[src/rtl/whiz_bg_fetcher_pkg.sv]
// Shared types, VRAM layout constants and address helpers for the background fetcher.
package whiz_bg_fetcher_pkg;

   localparam int VRAM_AW    = 13;
   localparam int MAP_DIM    = 32;
   localparam int TILE_BYTES = 16;

   localparam logic [12:0] VRAM_MAP0_BASE   = 13'h1800;
   localparam logic [12:0] VRAM_MAP1_BASE   = 13'h1C00;
   localparam logic [12:0] TILE_SIGNED_BASE = 13'h1000;

   typedef enum logic [3:0] {
      ST_IDLE  = 4'd0,
      ST_NUM_A = 4'd1,
      ST_NUM_D = 4'd2,
      ST_LO_A  = 4'd3,
      ST_LO_D  = 4'd4,
      ST_HI_A  = 4'd5,
      ST_HI_D  = 4'd6,
      ST_PUSH  = 4'd7,
      ST_DONE  = 4'd8
   } bg_state_t;

   function automatic logic [12:0] map_entry_addr(input logic       map_sel,
                                                  input logic [4:0] map_row,
                                                  input logic [4:0] map_col);
      logic [12:0] base;
      if (map_sel) begin
         base = VRAM_MAP1_BASE;
      end else begin
         base = VRAM_MAP0_BASE;
      end
      return base + {3'b000, map_row, map_col};
   endfunction

   // Signed mode sign-extends the tile number before scaling by 16; the sum wraps at 13 bits.
   function automatic logic [12:0] tile_row_addr(input logic [7:0] t,
                                                 input logic       tile_sel,
                                                 input logic [2:0] row);
      logic [12:0] base;
      if (tile_sel) begin
         base = {1'b0, t, 4'b0000};
      end else begin
         base = TILE_SIGNED_BASE + {t[7], t, 4'b0000};
      end
      return base + {9'b0_0000_0000, row, 1'b0};
   endfunction

endpackage

[src/rtl/whiz_bg_tile_shifter.sv]
// Holds one tile row (lo/hi planes) and shifts out 2-bit pixels MSB-first under valid/ready.
module whiz_bg_tile_shifter
   import whiz_bg_fetcher_pkg::*;
(
   input  logic       clk_i,
   input  logic       reset_i,
   input  logic       clr_i,
   input  logic       load_i,
   input  logic [7:0] lo_i,
   input  logic [7:0] hi_i,
   input  logic [2:0] skip_i,
   input  logic       ready_i,
   output logic       valid_o,
   output logic [1:0] color_o,
   output logic       last_o
);

   logic [7:0] lo_q, lo_d;
   logic [7:0] hi_q, hi_d;
   logic [3:0] cnt_q, cnt_d;

   // Skipped pixels are dropped at load time so they cost no cycles.
   always_comb begin
      lo_d  = lo_q;
      hi_d  = hi_q;
      cnt_d = cnt_q;
      if (clr_i) begin
         lo_d  = 8'h00;
         hi_d  = 8'h00;
         cnt_d = 4'd0;
      end else if (load_i) begin
         lo_d  = lo_i << skip_i;
         hi_d  = hi_i << skip_i;
         cnt_d = 4'd8 - {1'b0, skip_i};
      end else if (valid_o && ready_i) begin
         lo_d  = {lo_q[6:0], 1'b0};
         hi_d  = {hi_q[6:0], 1'b0};
         cnt_d = cnt_q - 4'd1;
      end else begin
         cnt_d = cnt_q;
      end
   end

   always_ff @(posedge clk_i) begin
      if (reset_i) begin
         lo_q  <= 8'h00;
         hi_q  <= 8'h00;
         cnt_q <= 4'd0;
      end else begin
         lo_q  <= lo_d;
         hi_q  <= hi_d;
         cnt_q <= cnt_d;
      end
   end

   assign valid_o = (cnt_q != 4'd0);
   assign color_o = {hi_q[7], lo_q[7]};
   assign last_o  = (cnt_q == 4'd1);

endmodule

[src/rtl/whiz_bg_fetcher.sv]
// Background tile fetcher: reads map entries and tile rows from VRAM for one scanline
// and streams scrolled 2-bit colour indices to the line renderer.
module whiz_bg_fetcher
   import whiz_bg_fetcher_pkg::*;
#(
   parameter int LINE_WIDTH = 160
) (
   input  logic               clk_i,
   input  logic               reset_i,
   input  logic               start_line_i,
   input  logic [7:0]         ly_i,
   input  logic [7:0]         scx_i,
   input  logic [7:0]         scy_i,
   input  logic               map_sel_i,
   input  logic               tile_sel_i,
   output logic               vram_rd_o,
   output logic [VRAM_AW-1:0] vram_addr_o,
   input  logic [7:0]         vram_rdata_i,
   output logic               pix_valid_o,
   input  logic               pix_ready_i,
   output logic [1:0]         pix_color_o,
   output logic [7:0]         pix_x_o,
   output logic               busy_o,
   output logic               line_done_o
);

   localparam logic [7:0] LAST_X = 8'(LINE_WIDTH - 1);

   bg_state_t   state_q, state_d;
   logic [2:0]  row_q, row_d;
   logic [4:0]  map_row_q, map_row_d;
   logic [4:0]  col_q, col_d;
   logic [2:0]  fine_q, fine_d;
   logic        map_sel_q, map_sel_d;
   logic        tile_sel_q, tile_sel_d;
   logic        first_q, first_d;
   logic [7:0]  tnum_q, tnum_d;
   logic [7:0]  lo_q, lo_d;
   logic [7:0]  x_q, x_d;

   logic        vram_rd_s;
   logic [12:0] vram_addr_s;
   logic [12:0] tile_addr_s;
   logic [7:0]  bg_y_s;
   logic        load_s;
   logic        clr_s;
   logic [2:0]  skip_s;
   logic        pix_valid_s;
   logic [1:0]  pix_color_s;
   logic        last_s;
   logic        accept_s;

   assign bg_y_s      = ly_i + scy_i;
   assign tile_addr_s = tile_row_addr(tnum_q, tile_sel_q, row_q);
   assign skip_s      = first_q ? fine_q : 3'd0;
   assign accept_s    = pix_valid_s && pix_ready_i;

   // Next-state, VRAM strobe and datapath updates for the fetch/push sequence.
   always_comb begin
      state_d     = state_q;
      row_d       = row_q;
      map_row_d   = map_row_q;
      col_d       = col_q;
      fine_d      = fine_q;
      map_sel_d   = map_sel_q;
      tile_sel_d  = tile_sel_q;
      first_d     = first_q;
      tnum_d      = tnum_q;
      lo_d        = lo_q;
      x_d         = x_q;
      vram_rd_s   = 1'b0;
      vram_addr_s = 13'h0000;
      load_s      = 1'b0;
      clr_s       = 1'b0;
      case (state_q)
         ST_IDLE: begin
            if (start_line_i) begin
               row_d      = bg_y_s[2:0];
               map_row_d  = bg_y_s[7:3];
               col_d      = scx_i[7:3];
               fine_d     = scx_i[2:0];
               map_sel_d  = map_sel_i;
               tile_sel_d = tile_sel_i;
               first_d    = 1'b1;
               x_d        = 8'd0;
               state_d    = ST_NUM_A;
            end else begin
               state_d = ST_IDLE;
            end
         end
         ST_NUM_A: begin
            vram_rd_s   = 1'b1;
            vram_addr_s = map_entry_addr(map_sel_q, map_row_q, col_q);
            state_d     = ST_NUM_D;
         end
         ST_NUM_D: begin
            tnum_d  = vram_rdata_i;
            state_d = ST_LO_A;
         end
         ST_LO_A: begin
            vram_rd_s   = 1'b1;
            vram_addr_s = tile_addr_s;
            state_d     = ST_LO_D;
         end
         ST_LO_D: begin
            lo_d    = vram_rdata_i;
            state_d = ST_HI_A;
         end
         ST_HI_A: begin
            vram_rd_s   = 1'b1;
            vram_addr_s = tile_addr_s + 13'h0001;
            state_d     = ST_HI_D;
         end
         ST_HI_D: begin
            load_s  = 1'b1;
            state_d = ST_PUSH;
         end
         ST_PUSH: begin
            // The last screen pixel may fall mid-tile; the leftover pixels are flushed.
            if (accept_s && (x_q == LAST_X)) begin
               x_d     = 8'd0;
               clr_s   = 1'b1;
               state_d = ST_DONE;
            end else if (accept_s && last_s) begin
               x_d     = x_q + 8'd1;
               col_d   = col_q + 5'd1;
               first_d = 1'b0;
               state_d = ST_NUM_A;
            end else if (accept_s) begin
               x_d = x_q + 8'd1;
            end else begin
               state_d = ST_PUSH;
            end
         end
         ST_DONE: begin
            state_d = ST_IDLE;
         end
         default: begin
            state_d = ST_IDLE;
         end
      endcase
   end

   // State and datapath registers.
   always_ff @(posedge clk_i) begin
      if (reset_i) begin
         state_q    <= ST_IDLE;
         row_q      <= 3'd0;
         map_row_q  <= 5'd0;
         col_q      <= 5'd0;
         fine_q     <= 3'd0;
         map_sel_q  <= 1'b0;
         tile_sel_q <= 1'b0;
         first_q    <= 1'b0;
         tnum_q     <= 8'h00;
         lo_q       <= 8'h00;
         x_q        <= 8'd0;
      end else begin
         state_q    <= state_d;
         row_q      <= row_d;
         map_row_q  <= map_row_d;
         col_q      <= col_d;
         fine_q     <= fine_d;
         map_sel_q  <= map_sel_d;
         tile_sel_q <= tile_sel_d;
         first_q    <= first_d;
         tnum_q     <= tnum_d;
         lo_q       <= lo_d;
         x_q        <= x_d;
      end
   end

   whiz_bg_tile_shifter u_shifter (
      .clk_i   (clk_i),
      .reset_i (reset_i),
      .clr_i   (clr_s),
      .load_i  (load_s),
      .lo_i    (lo_q),
      .hi_i    (vram_rdata_i),
      .skip_i  (skip_s),
      .ready_i (pix_ready_i),
      .valid_o (pix_valid_s),
      .color_o (pix_color_s),
      .last_o  (last_s)
   );

   assign vram_rd_o   = vram_rd_s;
   assign vram_addr_o = vram_addr_s;
   assign pix_valid_o = pix_valid_s;
   assign pix_color_o = pix_color_s;
   assign pix_x_o     = x_q;
   assign busy_o      = (state_q != ST_IDLE);
   assign line_done_o = (state_q == ST_DONE);

endmodule

[config.mk]
export PLATFORM = sky130hd
export DESIGN_NAME = whiz_bg_fetcher
export DESIGN_NICKNAME = d
export VERILOG_FILES = /design/src/rtl/whiz_bg_fetcher_pkg.sv /design/src/rtl/whiz_bg_tile_shifter.sv /design/src/rtl/whiz_bg_fetcher.sv
export SDC_FILE = /design/constraint.sdc
export NUM_CORES = 1
export LEC_CHECK = 0
export ABC_AREA = 1
export CAP_MARGIN = 5
export CORE_MARGIN = 10
export CORE_UTILIZATION = 58
export CTS_BUF_LIST = sky130_fd_sc_hd__clkbuf_16
export CTS_CLUSTER_SIZE = 25
export DETAILED_ROUTE_END_ITERATION = 16
export PLACE_DENSITY = 0.85
export SYNTH_ARGS = -nofsm -noshare
export SYNTH_HDL_FRONTEND = slang
export SYNTH_HIERARCHICAL = 1
export SYNTH_SLANG_ARGS = --single-unit
[constraint.sdc]
create_clock -name clk_i -period 3.9 [get_ports clk_i]
set_input_delay 1.17 -clock clk_i [delete_from_list [all_inputs] [get_ports clk_i]]
set_output_delay 1.17 -clock clk_i [all_outputs]
set_load 0.02 [all_outputs]
==> results.py, run 1 <==
metrics = {
    "power": {
        "leakagePower_nw": 2.21,
        "vdd.ir_drop.worst_mv": 0.361,
        "power-per-cell-area_nw_per_um2": 538,
        "design_power_total_mw": 2.70,
    },
    "sta": {
        "slew_headroom": 0.329,
        "timing.hold.ws_ns": 0.460,
        "timing.setup.tns_ns": 0,
        "layout_worst_path_cycle_share": 0.926,
        "worst_slew_pin_slew_ns": 1.01,
        "worst_clock_skew_ns": 0.00410,
        "timing.final.setup_violations": 0,
        "final-hold-violation-count": 0,
        "maxSlewViolCount": 0,
        "post-route-worst-setup-slack_ns": 0.289,
        "max_freq_ghz": 0.277,
        "final.min_clock_period_ns": 3.61,
        "rsz0062_at_grt": "false",
    },
    "placed_design": {
        "place_congestion": 0.893,
        "dpl_cell_area_um2": 4700,
        "dpl_hpwl_um": 8010,
        "place.detailed.instances": 765,
        "pre_cts_slack_ns": 0.658,
        "io_buffers": 64,
    },
    "die": {
        "rows": 30,
        "design.core.area_um2": 6830,
        "design.die.area_um2": 10800,
        "io_pins": 65,
        "fp.dieH_um": 104,
        "initial_core_util": 0.597,
        "die_w_um": 104,
    },
    "critical_path": {
        "critPathRequiredTime_ns": 2.73,
        "crit_type": "reg -> out",
        "worstSetupStartpointType": "flip-flop",
        "crit_end_element": "output pin",
        "crit_arrival_ns": 2.44,
        "cp_max_fo": 13,
    },
    "global_routing": {
        "initial_antenna_violation_count": 0,
        "grt_usage": 0.203,
        "grt_max_degree": 29,
        "grt_pass1_wl_um": 18900,
        "globalRoute.totalOverflow": 0,
        "first_global_vias": 4066,
    },
    "routing": {
        "initialDrtViolationCount": 363,
        "wl_um": 11200,
        "detail_route.wl_per_cell_um": 14.3,
        "detailedRoute.firstPassIterationCount": 5,
        "drc": 0,
        "dr_total_vias": 4281,
        "antenna_violating_nets_post_route": 0,
        "vias_per_cell": 5.48,
    },
    "synth": {
        "mappedNetlistArea_um2": 4080,
        "ys_seq_area_frac": 0.329,
        "postSynthAreaPerCell_um2": 6.50,
        "ys_warn_count": 6,
        "postSynthRegisterBits": 67,
        "synth-edff-count": 0,
        "synthesis.instances": 627,
        "ys_async_sr_fraction": 0,
        "post_synth_num_cell_types": 40,
        "yosys_most_used_dff": "dfxtp_1",
        "postSynthNetCount": 678,
    },
    "clock_tree": {
        "h-tree-depth": 3,
        "cts_hold_buffers": 0,
        "cts.sink_count": 67,
        "clk_pin_slew_ns": 0.06,
        "tritoncts": "yes",
        "cts_buffers": 9,
        "clock_latency_on_the_worst_skew_pair_ns": 0.33,
        "post-cts-setup-buffers": 0,
        "root_buffer": "clkbuf_16",
        "cts-root-to-sink-buffers": 2,
        "cts_resized": 0,
    },
    "finish": {
        "postLayoutCellArea_um2": 5010,
        "final_cell_count_no_fill": 781,
        "nFillCells": 549,
        "drive_gt1_frac": 0.0628,
        "diodes": 0,
        "area_delta_synth_final_pct": 23.0,
        "num-nets-final": 731,
        "fin_util": 0.734,
    },
    "run": {
        "maxCapViolations": 0,
    },
    "hold_path": {
        "min-delay-path-class": "reg -> reg",
    },
    "status": {
        "outcome": "finished clean",
    },
}
==> worst paths after layout <==
| path | slack (ns) | end | depth (start not counted) | from |
|---|---|---|---|---|
| setup / recovery | 0.29 | vram_addr_o[10] | 5 | state_q[1]$_SDFFE_PP0P_ |
| hold / removal | 0.46 | row_q[1]$_SDFFE_PP0P_ | 2 | row_q[1]$_SDFFE_PP0P_ |
| setup reg to reg | 1.83 | u_shifter/hi_q[5]$_SDFFE_PP0P_ | 12 | u_shifter/cnt_q[0]$_SDFFE_PP0P_ |
| hold reg to reg | 0.46 | row_q[1]$_SDFFE_PP0P_ | 2 | row_q[1]$_SDFFE_PP0P_ |
==> placed cells by master (no fill, tap or decap), types with 2 or more instances in the layout <==
cell type	n
nand2_1	152
inv_2	6
nor2_1	66
inv_1	72
clkbuf_16	9
nand4_1	11
nand2_4	3
nor2_4	3
clkdlybuf4s50_1	64
xnor2_1	2
nand2_2	3
dfxtp_1	67
o21ai_1	2
o21ai_0	54
nor3_1	3
clkinvlp_4	2
o22ai_1	10
o21ai_2	2
clkinv_1	4
nor2_2	2
a21oi_1	43
o21bai_1	2
buf_4	2
bufinv_16	2
nand3_1	66
xor2_1	6
ha_1	12
==> Yosys cell counts, types with 4 or more instances <==
master,count,share of area
o21ai_0,54,0.066
dfxtp_1,67,0.33
a21oi_1,43,0.053
nand3_1,66,0.081
xor2_1,6,0.013
clkbuf_1,4,0.0037
nor2_1,66,0.061
nand2_1,152,0.14
nand4_1,11,0.017
buf_4,5,0.0092
ha_1,12,0.037
inv_2,6,0.0055
o22ai_1,10,0.015
inv_1,72,0.066
buf_6,5,0.014
buf_2,8,0.0098
==> cells by family after synthesis <==
logic type	Yosys count	synth area share
adder cells (fa/ha/maj)	13	0.0417
AND/OR/NAND/NOR	315	0.343
AO/OA/AOI/OAI	117	0.152
buffers and inverters	107	0.117
flip-flops	67	0.329
XOR/XNOR	8	0.0172
==> worst max-delay path, cell delays in order (launching register included) <==
cell and delay (ns):
dfxtp_1 0.34, nand2_2 0.13, nor3_1 0.08, a21oi_1 0.79, o22ai_1 0.17, clkdlybuf4s50_1 0.60
==> final cells by class <==
class | instances | area [µm²] | area share
clock buffers | 9 | 225 | 0.0449
clock inverters | 7 | 92.6 | 0.0185
inverters | 83 | 322 | 0.0641
multi-input cells | 453 | 2260 | 0.450
flip-flops and latches | 67 | 1340 | 0.267
well taps | 96 | 120 | 0.0240
repair buffers | 66 | 656 | 0.131
==> report_power, final <==
group	switching [mW]	internal, mW	leakage (nW)
Clock	0.311	0.557	0.149
Sequential	0.0801	0.824	0.549
Combinational	0.582	0.343	1.51
==> flip-flops by register name, summed over array words and instances (netlist names) <==
register / cells
lo_q: 8
pix_x_o: 8
tnum_q: 8
u_shifter/hi_q: 8
u_shifter/lo_q: 8
col_q: 5
map_row_q: 5
state_q: 4
u_shifter/cnt_q: 4
fine_q: 3
row_q: 3
first_q: 1
map_sel_q: 1
tile_sel_q: 1
==> per-layer routing <==
metal	part of all wire	vias up	GRT usage	routed length, µm
li1	-	2141	-	-
met1	0.43	1895	0.254	4820
met2	0.46	217	0.332	5160
met3	0.087	28	0.0440	969
met4	0.019	0	0.0775	212
met5	0	-	0	0
Note: power is estimated with default switching activity, not from simulation.
==> run 2, diff against run 1 <==
--- a/config.mk
+++ b/config.mk
@@ -7,7 +7,6 @@
 export LEC_CHECK = 0
 export ABC_AREA = 1
 export CAP_MARGIN = 5
-export CORE_MARGIN = 10
 export CORE_UTILIZATION = 58
 export CTS_BUF_LIST = sky130_fd_sc_hd__clkbuf_16
 export CTS_CLUSTER_SIZE = 25
==> results.py, run 2 (same netlist as run 1, synthesis figures left out) <==
metrics = {
    "die": {
        "initial_core_util": 0.600,
        "design.die.area_um2": 7370,
        "design.core.area_um2": 6790,
        "rows": 30,
        "fp.dieH_um": 85.8,
        "io_pins": 65,
        "die_w_um": 85.8,
    },
    "critical_path": {
        "worstSetupStartpointType": "flip-flop",
        "crit_end_element": "output pin",
        "cp_max_fo": 13,
        "crit_type": "reg -> out",
        "critPathRequiredTime_ns": 2.73,
        "crit_arrival_ns": 2.48,
    },
    "status": {
        "outcome": "finished clean",
    },
    "routing": {
        "antenna_violating_nets_post_route": 0,
        "initialDrtViolationCount": 446,
        "wl_um": 10500,
        "detailedRoute.firstPassIterationCount": 5,
        "drc": 0,
        "detail_route.wl_per_cell_um": 13.5,
        "dr_total_vias": 4363,
        "vias_per_cell": 5.59,
    },
    "placed_design": {
        "dpl_hpwl_um": 7500,
        "place_congestion": 0.963,
        "io_buffers": 64,
        "dpl_cell_area_um2": 4700,
        "place.detailed.instances": 765,
    },
    "sta": {
        "timing.final.setup_violations": 0,
        "slew_headroom": 0.326,
        "maxSlewViolCount": 0,
        "layout_worst_path_cycle_share": 0.937,
        "max_freq_ghz": 0.274,
        "worst_clock_skew_ns": 0.00705,
        "final-hold-violation-count": 0,
        "timing.setup.tns_ns": 0,
        "timing.hold.ws_ns": 0.463,
        "worst_slew_pin_slew_ns": 1.01,
        "rsz0062_at_grt": "false",
        "final.min_clock_period_ns": 3.65,
    },
    "clock_tree": {
        "cts-root-to-sink-buffers": 2,
        "tritoncts": "yes",
        "clock_latency_on_the_worst_skew_pair_ns": 0.33,
        "cts_hold_buffers": 0,
        "cts_buffers": 9,
        "root_buffer": "clkbuf_16",
        "clk_pin_slew_ns": 0.05,
        "h-tree-depth": 3,
        "cts_resized": 0,
        "cts.sink_count": 67,
        "post-cts-setup-buffers": 0,
    },
    "global_routing": {
        "grt_usage": 0.304,
        "grt_pass1_wl_um": 17900,
        "globalRoute.totalOverflow": 0,
        "first_global_vias": 4024,
        "grt_max_degree": 29,
        "initial_antenna_violation_count": 0,
    },
    "hold_path": {
        "min-delay-path-class": "reg -> reg",
    },
    "run": {
        "maxCapViolations": 0,
    },
    "finish": {
        "final_cell_count_no_fill": 781,
        "top_library_cells_by_usage_in_the_layout_fill_and_taps_aside": "152 x nand2_1, 73 x inv_1, 67 x dfxtp_1",
        "layout.cells.most_common": "nand2_1",
        "area_delta_synth_final_pct": 22.2,
        "diodes": 0,
        "nFillCells": 564,
        "num-nets-final": 731,
        "postLayoutCellArea_um2": 4980,
        "drive_gt1_frac": 0.0613,
    },
    "power": {
        "leakagePower_nw": 2.20,
        "vdd.ir_drop.worst_mv": 0.295,
        "power-per-cell-area_nw_per_um2": 524,
    },
}
[run 2: per-stage QoR]
step                setup slack (ns)   util  total power, mW
floorplan                       1.42      -             1.58
global route                  0.0590  0.733             2.77
CTS                            0.272  0.733             2.60
detailed placement             0.631  0.691             1.81
finish                         0.246  0.733             2.61
global placement               0.743  0.691             1.78
[run 2: worst paths after layout]
kind / start / endpoint / slack [ns] / depth (start not counted)
worst max-delay path: state_q[1]$_SDFFE_PP0P_ / vram_addr_o[4] / 0.25 / 5
worst min-delay path: fine_q[1]$_SDFFE_PP0P_ / fine_q[1]$_SDFFE_PP0P_ / 0.46 / 2
worst max register to register: u_shifter/cnt_q[0]$_SDFFE_PP0P_ / u_shifter/hi_q[5]$_SDFFE_PP0P_ / 1.80 / 12
worst min register to register: fine_q[1]$_SDFFE_PP0P_ / fine_q[1]$_SDFFE_PP0P_ / 0.46 / 2
[run 2: worst max-delay path, cell delays in order (launching register included)]
cell and delay, ns:
dfxtp_1 0.35, nand2_2 0.13, nor3_1 0.08, a21oi_1 0.79, o22ai_1 0.20, clkdlybuf4s50_1 0.62
[run 2: final cells by class]
class	count	area, µm²	share of cell area
multi-input cells	453	2260	0.453
flip-flops and latches	67	1340	0.269
repair buffers	66	656	0.132
inverters	83	322	0.0645
clock buffers	9	225	0.0452
well taps	96	120	0.0241
clock inverters	7	60.1	0.0121
[run 2: layer usage]
layer  global-route usage  routed length [µm]  up-vias
li1                     -                   -     2142
met1                0.404                4670     1987
met2                0.500                4890      201
met3               0.0462                 747       33
met4                0.114                 236        0
met5                    0                   0        -
[run 2: where the power goes]
group,total (mW),switching (mW),internal [mW]
Combinational,0.925,0.582,0.343
Clock,0.780,0.294,0.486
Sequential,0.904,0.0795,0.824
